$ cat src/rtl/gb_link_cable.sv
// Serial link cable between two Game Boy serial ports: 8-bit full-duplex
// MSB-first exchange, master-clocked, with a completion pulse per side.
module gb_link_side #(
    parameter int BIT_TICKS  = 512,
    parameter int FAST_TICKS = 16
) (
    input  logic       clk_sys,
    input  logic       reset,
    input  logic       ce,
    input  logic       start,
    input  logic       int_clk,
    input  logic       fast,
    input  logic [7:0] tx,
    input  logic       peer_start_master,
    input  logic       peer_joinable,
    input  logic       peer_shift,
    input  logic       peer_wrap,
    input  logic       peer_msb,
    output logic [7:0] rx,
    output logic       done,
    output logic       busy,
    output logic       start_master,
    output logic       joinable,
    output logic       shift,
    output logic       wrap,
    output logic       msb
);
    localparam int TW = $clog2(BIT_TICKS);

    typedef enum logic [2:0] {IDLE, ARMED, SHIFT_MASTER, SHIFT_SLAVE, DONE} state_t;

    state_t        state;
    logic [7:0]    sr;
    logic [TW-1:0] tick;
    logic [2:0]    bitcnt;
    logic          fast_q;
    logic          linked;
    logic [TW-1:0] lim;

    assign lim          = fast_q ? TW'(FAST_TICKS - 1) : TW'(BIT_TICKS - 1);
    assign start_master = (state == IDLE) && start && int_clk;
    // A peer master may take this side along if it is armed or arming right now.
    assign joinable     = (state == ARMED) || ((state == IDLE) && start && !int_clk);
    assign shift        = (state == SHIFT_MASTER) && ce && (tick == lim);
    assign wrap         = shift && (bitcnt == 3'd7);
    assign msb          = sr[7];

    always_ff @(posedge clk_sys or posedge reset) begin
        if (reset) begin
            state  <= IDLE;
            sr     <= 8'hFF;
            rx     <= 8'hFF;
            tick   <= '0;
            bitcnt <= 3'd0;
            fast_q <= 1'b0;
            linked <= 1'b0;
            done   <= 1'b0;
            busy   <= 1'b0;
        end else begin
            done <= 1'b0;
            unique case (state)
                IDLE: begin
                    if (start) begin
                        sr     <= tx;
                        fast_q <= fast;
                        tick   <= '0;
                        bitcnt <= 3'd0;
                        busy   <= 1'b1;
                        if (int_clk) begin
                            state  <= SHIFT_MASTER;
                            linked <= peer_joinable;
                        end else begin
                            state  <= peer_start_master ? SHIFT_SLAVE : ARMED;
                            linked <= 1'b0;
                        end
                    end
                end
                ARMED: begin
                    if (peer_start_master) state <= SHIFT_SLAVE;
                end
                SHIFT_MASTER: begin
                    if (ce) begin
                        if (tick == lim) begin
                            // An unlinked master sees an idle line, which reads as 1.
                            tick   <= '0;
                            sr     <= {sr[6:0], linked ? peer_msb : 1'b1};
                            bitcnt <= bitcnt + 3'd1;
                            if (bitcnt == 3'd7) state <= DONE;
                        end else begin
                            tick <= tick + TW'(1);
                        end
                    end
                end
                SHIFT_SLAVE: begin
                    if (peer_shift) sr <= {sr[6:0], peer_msb};
                    if (peer_wrap) state <= DONE;
                end
                DONE: begin
                    rx    <= sr;
                    done  <= 1'b1;
                    busy  <= 1'b0;
                    state <= IDLE;
                end
                default: state <= IDLE;
            endcase
        end
    end
endmodule

module gb_link_cable #(
    parameter int BIT_TICKS  = 512,
    parameter int FAST_TICKS = 16
) (
    input  logic       clk_sys,
    input  logic       reset,
    input  logic       ce,
    input  logic       a_start,
    input  logic       a_int_clk,
    input  logic       a_fast,
    input  logic [7:0] a_tx,
    output logic [7:0] a_rx,
    output logic       a_done,
    output logic       a_busy,
    input  logic       b_start,
    input  logic       b_int_clk,
    input  logic       b_fast,
    input  logic [7:0] b_tx,
    output logic [7:0] b_rx,
    output logic       b_done,
    output logic       b_busy
);
    logic a_sm, a_join, a_shift, a_wrap, a_msb;
    logic b_sm, b_join, b_shift, b_wrap, b_msb;

    gb_link_side #(.BIT_TICKS(BIT_TICKS), .FAST_TICKS(FAST_TICKS)) u_a (
        .clk_sys(clk_sys), .reset(reset), .ce(ce),
        .start(a_start), .int_clk(a_int_clk), .fast(a_fast), .tx(a_tx),
        .peer_start_master(b_sm), .peer_joinable(b_join), .peer_shift(b_shift),
        .peer_wrap(b_wrap), .peer_msb(b_msb),
        .rx(a_rx), .done(a_done), .busy(a_busy),
        .start_master(a_sm), .joinable(a_join), .shift(a_shift), .wrap(a_wrap), .msb(a_msb)
    );

    gb_link_side #(.BIT_TICKS(BIT_TICKS), .FAST_TICKS(FAST_TICKS)) u_b (
        .clk_sys(clk_sys), .reset(reset), .ce(ce),
        .start(b_start), .int_clk(b_int_clk), .fast(b_fast), .tx(b_tx),
        .peer_start_master(a_sm), .peer_joinable(a_join), .peer_shift(a_shift),
        .peer_wrap(a_wrap), .peer_msb(a_msb),
        .rx(b_rx), .done(b_done), .busy(b_busy),
        .start_master(b_sm), .joinable(b_join), .shift(b_shift), .wrap(b_wrap), .msb(b_msb)
    );
endmodule

$ cat config.mk
export PLATFORM = sky130hd
export DESIGN_NAME = gb_link_cable
export DESIGN_NICKNAME = d
export VERILOG_FILES = /design/src/rtl/gb_link_cable.sv
export SDC_FILE = /design/constraint.sdc
export NUM_CORES = 1
export LEC_CHECK = 0
export ABC_AREA = 1
export CAP_MARGIN = 20
export CORE_UTILIZATION = 50
export CTS_CLUSTER_DIAMETER = 30
export DETAILED_ROUTE_END_ITERATION = 7
export PLACE_DENSITY = 0.73
export SLEW_MARGIN = 0
export SYNTH_ARGS = -nofsm -noshare
export SYNTH_HDL_FRONTEND = slang
export SYNTH_SLANG_ARGS = --single-unit
export TNS_END_PERCENT = 30
$ cat constraint.sdc
create_clock -name clk_sys -period 3.1 [get_ports clk_sys]
set_clock_uncertainty 0.2 [all_clocks]
set_input_delay 0.93 -clock clk_sys [delete_from_list [all_inputs] [get_ports clk_sys]]
set_output_delay 0.93 -clock clk_sys [all_outputs]
set_load 0.02 [all_outputs]
==> flow_metrics.py <==
metrics = {
    "sta": {
        "period_minus_slack_ps": 2620,
        "rsz0062_at_grt": "no",
        "max_freq_ghz": 0.381,
        "slew_violations": 0,
        "worst_slew_pin_slew_ps": 520,
        "tns_ps": 0,
        "slew_headroom_pct": 65.3,
        "layout_setup_ws_ps": 478,
        "setup_violations": 0,
        "hold_viol_final": 0,
        "finalCritPeriodShare_pct": 84.6,
    },
    "final_layout": {
        "most-common-layout-cells": "nand2_1, clkdlybuf4s50_1, inv_1",
        "syn2layout_area_growth_pct": 20.7,
        "drive_gt1_share_pct": 21.6,
        "mostFrequentLayoutCell": "nand2_1",
        "nets": 525,
        "postLayoutCellArea_um2": 4420,
        "fin_cells": 595,
        "ff_latch_area_um2": 1790,
        "fillCellCount": 579,
        "multiInputGateArea_um2": 1620,
        "antenna_cells": 0,
    },
    "clock_network": {
        "clock_path_buffers": 2,
        "cts_resized": 0,
        "htreeDepth": 3,
        "cts_setup_buffers": 0,
        "cts_tree": "done",
        "clk_pin_slew_ps": 70,
        "clk_latency_ps": 340,
        "root_buffer": "clkbuf_8",
        "cts.sinks": 70,
        "numCtsBuffers": 9,
        "cts_hold_buf": 0,
    },
    "synth": {
        "synth_area_um2": 3660,
        "seq_area_frac_synth_pct": 49.0,
        "yosysUniqueCellTypes": 32,
        "syn_area_per_cell_um2": 8.24,
        "yosys_warnings": 0,
        "synthCells": 444,
        "ys_async_sr_fraction_pct": 100,
        "synth-edff-count": 0,
        "synth_nets": 475,
        "synthFlopType": "dfrtp_1",
        "synth-seq-cells": 70,
    },
    "detailed_routing": {
        "drtAntennaViolNets": 0,
        "firstDrtPassIters": 4,
        "drc": 0,
        "wirelength_um": 7250,
        "wl_per_cell_um": 12.2,
        "vias_per_cell": 5.01,
        "drtIter0Drc": 211,
        "vias": 2981,
    },
    "worst_setup_path": {
        "slowest_stage": "clkdlybuf4s50_1",
        "cp_top_family": "buffers and inverters",
        "arrival_ps": 1490,
        "crit_chain": "clkdlybuf4s50_1",
        "path_buf_inv": 1,
        "critical_path_class": "flop to output pin",
        "worst_setup_path_start_kind": "flop",
        "slowest_delay_ps": 600,
        "end_kind": "output pin",
        "crit_required_ps": 1970,
        "crit_fanout": 2,
    },
    "run_status": {
        "outcome": "finished clean",
    },
    "floorplan": {
        "design.core.area_um2": 6940,
        "rows": 30,
        "fp.dieH_um": 87.5,
        "chipWidth_um": 87.5,
        "io-pin-count": 45,
        "die_area_um2": 7660,
        "start_util_pct": 52.7,
    },
    "pwr": {
        "power_density_nw_per_um2": 992,
        "peakVddDrop_mv": 0.382,
        "p_leak_nw": 2.00,
    },
    "place": {
        "gp_congestion": 0.852,
        "portBuffers": 44,
        "dp_hpwl_um": 5180,
        "dp.cells": 579,
        "placed_area_um2": 4200,
        "pre_cts_ws_ps": 380,
    },
    "grt": {
        "grt_pass1_wl_um": 12600,
        "grt_pass1_vias": 2834,
        "overflow": 0,
        "grtUsageTotal_pct": 21.4,
        "grt_max_degree": 71,
        "antenna_found_initial": 0,
    },
    "flow_run": {
        "max_cap_viol_count": 0,
    },
    "min_path": {
        "hold_path_class": "flop to flop",
    },
}
## logic make-up (layout without fill, tap and decap cells)
kind of cell | count (synthesis) | after routing | synth area share [%]
AND/OR/NAND/NOR | 221 | 221 | 27.9
AO/OA/AOI/OAI | 83 | 83 | 13.4
flip-flops | 70 | 70 | 49.0
buffers and inverters | 61 | 116 | 6.87
adder cells (fa/ha/maj) | 6 | 6 | 2.05
multiplexers | 2 | 2 | 0.547
XOR/XNOR | 1 | 1 | 0.239
## metal layers
layer	global-route usage [%]	vias to the layer above	part of all wire (%)
met4	9.24	0	1.6
li1	-	1525	-
met5	0	-	0
met2	34.1	59	47
met1	28.9	1386	48
met3	3.68	11	3.8
## path summary, 6_finish.rpt
path	from	endpoint	slack (ps)	cells past startpoint
min reg2reg	u_b.rx[7]	u_b.rx[7]	260	2
max	u_a.rx[2]	a_rx[2]	480	1
min in group asynchronous	reset	u_b.done	780	3
max reg2reg	u_b.tick[0]	u_a.sr[4]	1060	8
max in group asynchronous	reset	u_b.rx[1]	1590	3
min	u_b.rx[7]	u_b.rx[7]	260	2
## layout make-up
class | instances | share of cell area [%]
Clock inverter | 3 | 0.510
Sequential cell | 70 | 40.6
Clock buffer | 13 | 4.34
Tap cell | 96 | 2.72
Timing Repair Buffer | 45 | 10.4
Inverter | 55 | 4.85
Multi-Input combinational cell | 313 | 36.6
## sequential cells by signal (all words and copies together), names as in the netlist
name and flops:
u_b.done 1, u_a.tick 9, u_a.state 3, u_b.fast_q 1, u_a.fast_q 1, u_b.sr 8, u_b.state 3, u_b.busy 1
u_b.tick 9, u_b.bitcnt 3, u_a.rx 8, u_a.linked 1, u_a.done 1, u_a.sr 8, u_a.bitcnt 3, u_b.rx 8
u_b.linked 1, u_a.busy 1
## metrics by stage
stage	total power [mW]	hold slack (ps)	utilization, %
after floorplan	3.13	242	-
after global placement	3.57	249	60.5
after detailed placement	3.64	251	60.5
after CTS	4.41	263	63.6
after global routing	4.75	274	63.6
final	4.38	262	63.6
## synthesized netlist by cell type, types with 10 or more instances
master	count	area (um2)
nand2_1	127	477
inv_1	40	150
dfrtp_1	38	951
dfstp_2	32	841
o21ai_0	30	150
nor2_1	27	101
nand3_1	26	130
o21ai_1	21	105
a21oi_1	15	75.1
o21ai_2	12	105
inv_2	11	41.3
nand2_2	10	62.6
## where the power goes
group / switching, mW / internal [mW]
Clock: 0.351 / 0.412
Sequential: 0.222 / 1.36
Combinational: 1.32 / 0.720
Note: power is estimated with default switching activity, not from simulation.
